==> src/rtl/alu_op_sequencer_if.sv <==
// Handshake bundle between the instruction decoder and the ALU sequencer.
// The operation request channel and the held-result channel share one bundle.
// The requester uses the master view. The sequencer uses the slave view.
interface alu_op_sequencer_if #(
  parameter int WIDTH = 4
);
  logic             op_valid;
  logic             op_ready;
  logic [3:0]       op_code;
  logic [WIDTH-1:0] op_a;
  logic [WIDTH-1:0] op_b;
  logic             res_valid;
  logic             res_ready;
  logic [WIDTH-1:0] res_data;
  logic             res_flag;
  logic             res_err;

  modport master (
    output op_valid, op_code, op_a, op_b, res_ready,
    input  op_ready, res_valid, res_data, res_flag, res_err
  );

  modport slave (
    input  op_valid, op_code, op_a, op_b, res_ready,
    output op_ready, res_valid, res_data, res_flag, res_err
  );
endinterface

==> src/rtl/alu_op_sequencer.sv <==
// Front-end controller for the 4-bit ArithmeticLogicUnit.
// It takes one operation at a time, decodes the opcode into a single one-hot
// ALU strobe, and preloads the ALU shift register before a shift. It then
// holds the result, flag and error bit until the consumer takes them.
module alu_op_sequencer #(
  parameter int WIDTH     = 4,
  parameter int CNT_WIDTH = 8
) (
  input  logic                 clk,
  input  logic                 reset,
  alu_op_sequencer_if.slave    bus,
  output logic [WIDTH-1:0]     alu_in1,
  output logic [WIDTH-1:0]     alu_in2,
  output logic                 alu_add,
  output logic                 alu_sub,
  output logic                 alu_lsr,
  output logic                 alu_lsh,
  output logic                 alu_rsh,
  output logic                 alu_and,
  output logic                 alu_or,
  output logic                 alu_xor,
  output logic                 alu_inv,
  output logic                 alu_clr,
  input  logic [WIDTH-1:0]     alu_out,
  input  logic                 alu_overflow,
  input  logic                 alu_shift_flag,
  output logic [CNT_WIDTH-1:0] op_count
);

  localparam logic [3:0] OP_ADD = 4'd0;
  localparam logic [3:0] OP_SUB = 4'd1;
  localparam logic [3:0] OP_LSH = 4'd2;
  localparam logic [3:0] OP_RSH = 4'd3;
  localparam logic [3:0] OP_AND = 4'd4;
  localparam logic [3:0] OP_OR  = 4'd5;
  localparam logic [3:0] OP_XOR = 4'd6;
  localparam logic [3:0] OP_INV = 4'd7;
  localparam logic [3:0] OP_CLR = 4'd8;

  typedef enum logic [1:0] {
    IDLE = 2'd0,
    LOAD = 2'd1,
    EXEC = 2'd2,
    HOLD = 2'd3
  } state_t;

  state_t               r_state;
  state_t               w_nextState;
  logic [3:0]           r_code;
  logic [WIDTH-1:0]     r_in1;
  logic [WIDTH-1:0]     r_in2;
  logic [WIDTH-1:0]     r_resData;
  logic                 r_resFlag;
  logic                 r_resErr;
  logic [CNT_WIDTH-1:0] r_count;
  logic                 w_opReady;
  logic                 w_resValid;
  logic                 w_isShift;
  logic                 w_isLegal;

  assign w_isShift = (bus.op_code == OP_LSH) || (bus.op_code == OP_RSH);
  assign w_isLegal = (bus.op_code <= OP_CLR);

  // State register; reset abandons any operation in flight
  always_ff @(posedge clk) begin
    if (reset) begin
      r_state <= IDLE;
    end else begin
      r_state <= w_nextState;
    end
  end

  // Next-state decode plus the handshake and one-hot strobe outputs
  always_comb begin
    w_nextState = r_state;
    w_opReady   = 1'b0;
    w_resValid  = 1'b0;
    alu_add     = 1'b0;
    alu_sub     = 1'b0;
    alu_lsr     = 1'b0;
    alu_lsh     = 1'b0;
    alu_rsh     = 1'b0;
    alu_and     = 1'b0;
    alu_or      = 1'b0;
    alu_xor     = 1'b0;
    alu_inv     = 1'b0;
    alu_clr     = 1'b0;
    case (r_state)
      IDLE: begin
        w_opReady = 1'b1;
        if (bus.op_valid) begin
          if (!w_isLegal) begin
            w_nextState = HOLD;
          end else if (w_isShift) begin
            w_nextState = LOAD;
          end else begin
            w_nextState = EXEC;
          end
        end
      end
      LOAD: begin
        alu_lsr     = 1'b1;
        w_nextState = EXEC;
      end
      EXEC: begin
        case (r_code)
          OP_ADD:  alu_add = 1'b1;
          OP_SUB:  alu_sub = 1'b1;
          OP_LSH:  alu_lsh = 1'b1;
          OP_RSH:  alu_rsh = 1'b1;
          OP_AND:  alu_and = 1'b1;
          OP_OR:   alu_or  = 1'b1;
          OP_XOR:  alu_xor = 1'b1;
          OP_INV:  alu_inv = 1'b1;
          OP_CLR:  alu_clr = 1'b1;
          default: ;
        endcase
        w_nextState = HOLD;
      end
      HOLD: begin
        w_resValid = 1'b1;
        if (bus.res_ready) begin
          w_nextState = IDLE;
        end
      end
      default: w_nextState = IDLE;
    endcase
  end

  // Operand latch, result/flag capture and completed-operation counter
  always_ff @(posedge clk) begin
    if (reset) begin
      r_code    <= '0;
      r_in1     <= '0;
      r_in2     <= '0;
      r_resData <= '0;
      r_resFlag <= 1'b0;
      r_resErr  <= 1'b0;
      r_count   <= '0;
    end else begin
      case (r_state)
        IDLE: begin
          if (bus.op_valid) begin
            r_code <= bus.op_code;
            if (w_isLegal) begin
              r_in1 <= bus.op_a;
              r_in2 <= bus.op_b;
            end else begin
              r_resData <= '0;
              r_resFlag <= 1'b0;
              r_resErr  <= 1'b1;
            end
          end
        end
        EXEC: begin
          r_resData <= alu_out;
          r_resErr  <= 1'b0;
          case (r_code)
            OP_ADD, OP_SUB: r_resFlag <= alu_overflow;
            OP_LSH, OP_RSH: r_resFlag <= alu_shift_flag;
            default:        r_resFlag <= 1'b0;
          endcase
        end
        HOLD: begin
          if (bus.res_ready) begin
            r_count <= r_count + CNT_WIDTH'(1);
          end
        end
        default: ;
      endcase
    end
  end

  assign alu_in1       = r_in1;
  assign alu_in2       = r_in2;
  assign op_count      = r_count;
  assign bus.op_ready  = w_opReady;
  assign bus.res_valid = w_resValid;
  assign bus.res_data  = r_resData;
  assign bus.res_flag  = r_resFlag;
  assign bus.res_err   = r_resErr;

endmodule

==> src/flat_wrapper.sv <==
// flat-port wrapper written by rule: the top's interface ports become plain ports
module alu_op_sequencer_flat 
#(
  parameter int WIDTH     = 4,
  parameter int CNT_WIDTH = 8
)
  (clk, reset, alu_in1, alu_in2, alu_add, alu_sub, alu_lsr, alu_lsh, alu_rsh, alu_and, alu_or, alu_xor, alu_inv, alu_clr, alu_out, alu_overflow, alu_shift_flag, op_count, bus_op_valid, bus_op_code, bus_op_a, bus_op_b, bus_res_ready, bus_op_ready, bus_res_valid, bus_res_data, bus_res_flag, bus_res_err);
  alu_op_sequencer_if #(.WIDTH(WIDTH)) bus_i ();
  input  logic clk;
  input  logic reset;
  output logic [WIDTH-1:0] alu_in1;
  output logic [WIDTH-1:0] alu_in2;
  output logic alu_add;
  output logic alu_sub;
  output logic alu_lsr;
  output logic alu_lsh;
  output logic alu_rsh;
  output logic alu_and;
  output logic alu_or;
  output logic alu_xor;
  output logic alu_inv;
  output logic alu_clr;
  input  logic [WIDTH-1:0] alu_out;
  input  logic alu_overflow;
  input  logic alu_shift_flag;
  output logic [CNT_WIDTH-1:0] op_count;
  input wire logic [$bits(bus_i.op_valid)-1:0] bus_op_valid;
  input wire logic [$bits(bus_i.op_code)-1:0] bus_op_code;
  input wire logic [$bits(bus_i.op_a)-1:0] bus_op_a;
  input wire logic [$bits(bus_i.op_b)-1:0] bus_op_b;
  input wire logic [$bits(bus_i.res_ready)-1:0] bus_res_ready;
  output wire logic [$bits(bus_i.op_ready)-1:0] bus_op_ready;
  output wire logic [$bits(bus_i.res_valid)-1:0] bus_res_valid;
  output wire logic [$bits(bus_i.res_data)-1:0] bus_res_data;
  output wire logic [$bits(bus_i.res_flag)-1:0] bus_res_flag;
  output wire logic [$bits(bus_i.res_err)-1:0] bus_res_err;
  assign bus_i.op_valid = bus_op_valid;
  assign bus_i.op_code = bus_op_code;
  assign bus_i.op_a = bus_op_a;
  assign bus_i.op_b = bus_op_b;
  assign bus_i.res_ready = bus_res_ready;
  assign bus_op_ready = bus_i.op_ready;
  assign bus_res_valid = bus_i.res_valid;
  assign bus_res_data = bus_i.res_data;
  assign bus_res_flag = bus_i.res_flag;
  assign bus_res_err = bus_i.res_err;
  alu_op_sequencer #(.WIDTH(WIDTH), .CNT_WIDTH(CNT_WIDTH)) u_core (.clk(clk), .reset(reset), .bus(bus_i), .alu_in1(alu_in1), .alu_in2(alu_in2), .alu_add(alu_add), .alu_sub(alu_sub), .alu_lsr(alu_lsr), .alu_lsh(alu_lsh), .alu_rsh(alu_rsh), .alu_and(alu_and), .alu_or(alu_or), .alu_xor(alu_xor), .alu_inv(alu_inv), .alu_clr(alu_clr), .alu_out(alu_out), .alu_overflow(alu_overflow), .alu_shift_flag(alu_shift_flag), .op_count(op_count));
endmodule
==> config.mk <==
export PLATFORM = sky130hd
export DESIGN_NAME = alu_op_sequencer_flat
export DESIGN_NICKNAME = d
export VERILOG_FILES = /design/src/rtl/alu_op_sequencer_if.sv /design/src/rtl/alu_op_sequencer.sv /design/src/flat_wrapper.sv
export SDC_FILE = /design/constraint.sdc
export NUM_CORES = 1
export LEC_CHECK = 0
export ABC_AREA = 1
export BUFFER_PORTS_ARGS = -buffer_cell sky130_fd_sc_hd__buf_2
export CAP_MARGIN = 10
export CORE_MARGIN = 8
export CORE_UTILIZATION = 47
export CTS_BUF_LIST = sky130_fd_sc_hd__clkbuf_4 sky130_fd_sc_hd__clkbuf_8 sky130_fd_sc_hd__clkbuf_16
export CTS_CLUSTER_SIZE = 25
export DETAILED_ROUTE_END_ITERATION = 12
export PLACE_DENSITY = 0.85
export SLEW_MARGIN = 5
export SYNTH_ARGS = -nofsm -noshare
export SYNTH_HDL_FRONTEND = slang
export SYNTH_SLANG_ARGS = --single-unit
==> constraint.sdc <==
create_clock -name clk -period 1.96 [get_ports clk]
set_input_delay 0.098 -clock clk [delete_from_list [all_inputs] [get_ports clk]]
set_output_delay 0.098 -clock clk [all_outputs]
set_load 0.02 [all_outputs]
Yosys cells after proc, flatten, opt, wreduce, memory -nomap -nowiden --
Index checks and enable logic that the tools add are counted. Widths: inputs -> output; s select.
Storage, ports and cells: word-level logic and storage cells 73, output and inout bits 34, input bits 22, flip-flop bits (word level) 28
Cells by class: reduce and logical (&&, ||, !) cells 11, eq/ne operators 16, $lt $le $gt $ge 1, muxes and demuxes 36, add/sub/neg operators 1
Operator list (number):
- $mux 1 | 25
- $eq 4x2->1 const B | 4
- $eq 4x3->1 const B | 4
- $add 8x1->8 const B | 1
- $mux 2 | 4
- $mux 4 | 2
- $pmux 2 s4 | 1
- $pmux 4 s2 | 1
- $ne 2x2->1 const B | 3
- $pmux 1 s2 | 3
- $reduce_and 2->1 | 3
- $reduce_and 3->1 | 2
- $eq 2x2->1 const B | 2
- $eq 4x1->1 const B | 1
- $eq 4x4->1 const B | 1
- $le 4x4->1 const B | 1
- $logic_not 4->1 | 1
- $reduce_or 2->1 | 2
- $eq 2x1->1 const B | 1
- $logic_not 2->1 | 1
- $reduce_bool 2->1 | 1
- $logic_or 1x1->1 | 1

Depth between registers and ports, before layout --
depth in word-level cells 6, depth in mapped cells 9, depth with buffers taken out 8

Least setup slack after synthesis --
No wires, ideal clock.
kind register to register, from register u_core.r_state[0], to register u_core.r_resData[0] (netlist: u_core.bus.res_data[0]), arrival 1.395 ns, stages on the path, launching flop included 9, period minus slack after synthesis 1.510 ns, data required time 1.845 ns, path buffers 1, slack 0.450 ns, setup time 0.115 ns, cells stage by stage dfxtp_1 -> inv_1 -> ha_1 -> nand2_2 -> inv_2 -> nand3_2 -> buf_6 -> a21boi_1 -> nor2_1
Between the ends: word-level cells in the longest chain between the ends 3, elaborated cells between the ends (all ways) 7, classes of those cells eq/ne (3); mux (1); reduce/logical (3)
RTL lines:
- start, declared | line alu_op_sequencer.sv:47 | state_t r_state;
- start signal, assigned | line alu_op_sequencer.sv:69 | r_state <= w_nextState;
- $logic_not 2->1 / $eq 2x2->1 (equally long branches) | line alu_op_sequencer.sv:141 | case (r_state)
- $ne 2x2->1 (no source line) / $reduce_bool 2->1 (equally long branches)
- $reduce_and 3->1 (no source line)
- end signal, assigned | line alu_op_sequencer.sv:156 | r_resData <= alu_out;
- end, declared | line alu_op_sequencer.sv:52 | logic [WIDTH-1:0] r_resData;
Several ways; a longest one is shown, not always the timed one. A chain may end at the register's enable or synchronous reset.

Worst setup path after layout --
from register u_core.r_state[0], to output port alu_rsh
Between the ends: word-level cells in the longest chain between the ends 2
RTL lines:
- $eq 2x2->1 | line alu_op_sequencer.sv:88 | case (r_state)
- $mux 1 | line alu_op_sequencer.sv:88
- end, declared | line flat_wrapper.sv:17 | output logic alu_rsh;
No other way between the ends.

==> results.sh <==
export IMPL_hold_path_depth=3
export IMPL_clkPwrFrac_pct=19.1
export IMPL_core_area_um2=2760
export IMPL_gr_total_overflow=0
export IMPL_final_setup_skew_ns=0.00268
export IMPL_grt_pass1_wl_um=5580
export IMPL_pwr_share_seq_pct=37.0
export IMPL_synth_seq_cells=28
export IMPL_power_density_nw_per_um2=1170
export IMPL_rows=19
export IMPL_finalHoldWorstSlack_ns=0.0139
export IMPL_wl_um=3330
export IMPL_maxSlewViolCount=0
export IMPL_postCtsResizedCells=0
export IMPL_layout_nets=278
export IMPL_wl_per_cell_um=11.8
export IMPL_finalCriticalPeriod_ns=1.77
export IMPL_yosysUniqueCellTypes=25
export IMPL_die_area_um2=4900
export IMPL_drc_errors=0
export IMPL_r2r_end="u_core.bus.res_data[1]$_SDFFE_PP0P_"
export IMPL_drt_iter0_markers=77
export IMPL_holdPathEnd="u_core.alu_in2[0]$_SDFFE_PP0P_"
export IMPL_grt_pass1_vias=1309
export IMPL_crit_type="reg2out"
export IMPL_worst_path_max_fanout=7
export IMPL_clock_path_buffers=2
export IMPL_clock_latency_ns=0.33
export IMPL_tightest_slew_ns=0.425
export IMPL_maxCapViolations=0
export IMPL_switchingPower_mw=0.817
export IMPL_hold_start="bus_op_b[0]"
export IMPL_via_per_inst=4.98
export IMPL_dieWidth_um=70.0
export IMPL_relSlewSlack_pct=71.4
export IMPL_grt_setup_unrepaired="false"
export IMPL_layout_drive_gt1_share_pct=25.6
export IMPL_synth_area_um2=1370
export IMPL_grt_start_max_net_pins=17
export IMPL_path_clk_slew_ns=0.15
export IMPL_avgSynthCellArea_um2=7.03
export IMPL_timing_rr_start="u_core.r_state[1]$_SDFFE_PP0P_"
export IMPL_cts_buffers=3
export IMPL_finalSetupTns_ns=0
export IMPL_rrSetupSlack_ns=0.26
export IMPL_cts_tree="done"
export IMPL_p_int_mw=1.19
export IMPL_ir_drop_mv=1.09
export IMPL_io_buffer_count=55
export IMPL_antenna_found_initial=0
export IMPL_cellLeakagePower_nw=0.873
export IMPL_hpwl_um=2600
export IMPL_ant_nets=0
export IMPL_combPwrFrac_pct=43.9
export IMPL_fin_crit_sh_pct=90.4
export IMPL_grt_usage_pct=13.1
export IMPL_status="finished, final reports clean"
export IMPL_ctsHtreeMaxLevel=1
export IMPL_critPathRequiredTime_ns=1.86
export IMPL_rr_worst_depth=8
export IMPL_area_growth_pct=24.7
export IMPL_critPathArrivalTime_ns=1.67
export IMPL_cts_sinks=28
export IMPL_hold_viol=0
export IMPL_syn_num_nets=222
export IMPL_ioPinCount=56
export IMPL_yosys_warnings=0
export IMPL_syn_inst=195
export IMPL_die_y_um=70.0
export IMPL_fmaxAchievable_mhz=564
export IMPL_place_congestion=0.867
export IMPL_first_pass_iters=4
export IMPL_start_util_pct=49.7
export IMPL_nFillCells=252
export IMPL_diodes=0
export IMPL_end_kind="output port"
export IMPL_vias=1400
export IMPL_worstSetupStartpointType="register"
export IMPL_final_setup_viol_count=0
export IMPL_ys_seq_area_share_pct=40.9
export IMPL_sw_frac_of_total_pct=40.7
export IMPL_cts_root_buf="clkbuf_4"
export IMPL_hp_class="in2reg"
worst max path at each step:
stage | from | to | slack [ns] | depth (start not counted)
after floorplan | u_core.r_state[0]$_SDFFE_PP0P_ | u_core.bus.res_data[0]$_SDFFE_PP0P_ | 0.45 | 8
after global placement | u_core.r_state[0]$_SDFFE_PP0P_ | u_core.bus.res_data[2]$_SDFFE_PP0P_ | 0.41 | 7
after detailed placement | u_core.r_state[1]$_SDFFE_PP0P_ | u_core.bus.res_data[2]$_SDFFE_PP0P_ | 0.31 | 8
after CTS | u_core.r_state[0]$_SDFFE_PP0P_ | alu_sub | 0.15 | 7
after global routing | u_core.r_state[0]$_SDFFE_PP0P_ | alu_lsh | 0.01 | 7
final | u_core.r_state[0]$_SDFFE_PP0P_ | alu_rsh | 0.19 | 7
final cells by class:
class,instances,area [µm²],share of cell area (%)
clock buffer,3,22.5,1.32
clock inverter,1,30.0,1.76
inverter,22,82.6,4.84
multi-input combinational,140,688,40.3
sequential,28,561,32.8
tap,31,38.8,2.27
timing repair buffer,56,285,16.7
worst max-delay path, cell delays in order (launching register included):
cell	delay, ns
dfxtp_1	0.37
inv_1	0.09
ha_1	0.31
inv_2	0.09
nor2_1	0.09
nand2_1	0.12
nor2_1	0.10
buf_2	0.17
registers in the layout, summed over array words and instances, names as in the netlist:
| name | flops |
|---|---|
| u_core.alu_in1 | 4 |
| u_core.bus.res_flag | 1 |
| u_core.r_code | 4 |
| u_core.bus.res_data | 4 |
| u_core.bus.res_err | 1 |
| u_core.op_count | 8 |
| u_core.alu_in2 | 4 |
| u_core.r_state | 2 |
through the flow:
step / setup WS [ns] / instance area (µm²) / power [mW] / instances / utilization, %
3_5_place_dp: 0.310 / 1650 / 1.63 / 276 / 59.7
2_1_floorplan: 0.450 / 1370 / 1.43 / 195 / -
4_1_cts: 0.151 / 1700 / 2.02 / 280 / 61.6
5_1_grt: 0.0139 / 1710 / 2.15 / 281 / 61.9
6_report: 0.187 / 1710 / 2.01 / 281 / 61.9
3_3_place_gp: 0.414 / 1650 / 1.61 / 276 / 59.7
synthesized netlist by cell type:
cell type  count  area (µm²)
nand3_2        1        10.0
nand2_2        2        12.5
nor4_1         1        6.26
a21oi_1       17        85.1
dfxtp_1       28         561
buf_4          1        7.51
nand2_1       44         165
or2_1          1        6.26
nand3_1       16        80.1
nor2_1        30         113
a31oi_1        1        6.26
o21bai_1       1        7.51
o21a_1         1        7.51
inv_2          2        7.51
buf_6          2        22.5
a21boi_1       4        30.0
a211oi_1       1        7.51
inv_1         20        75.1
nand4_1        1        6.26
o21ai_0        7        35.0
ha_1           5        62.6
nand3b_1       5        37.5
clkbuf_1       1        3.75
buf_2          1        5.00
nor3_1         2        10.0
power by group through the flow:
stage / sequential, mW / combinational [mW] / clock, mW
after floorplan: 0.826 / 0.603 / 0
after global placement: 0.753 / 0.859 / 0
final: 0.742 / 0.879 / 0.384
after detailed placement: 0.754 / 0.880 / 0
after global routing: 0.757 / 0.978 / 0.418
after CTS: 0.742 / 0.885 / 0.396
cells by family after synthesis:
logic type | after synthesis | synth area share [%]
AND/OR/NAND/NOR | 103 | 32.6
AO/OA/AOI/OAI | 32 | 13.1
buffers and inverters | 27 | 8.86
adder cells (fa/ha/maj) | 5 | 4.57
flip-flops | 28 | 40.9
metal layers:
layer	vias to the layer above	part of all wire, %	GRT usage [%]
met4	0	0.51	3.79
met5	-	0	0
li1	732	-	-
met3	2	7.7	5.51
met1	626	43	14.8
met2	40	49	21.8
what timing repair did:
action	CTS	global route
hold buffers	0	1
hold endpoints to repair	0	1
setup buffers	0	0
layout by cell type (no fill, tap or decap), types with 5 or more instances in the layout:
master / synthesis / final
dfxtp_1: 28 / 28
a21oi_1: 17 / 17
buf_2: 1 / 55
nor2_1: 30 / 30
nand3b_1: 5 / 5
nand3_1: 16 / 16
o21ai_0: 7 / 7
inv_1: 20 / 20
ha_1: 5 / 5
nand2_1: 44 / 44
Note: power is estimated with default switching activity, not from simulation.
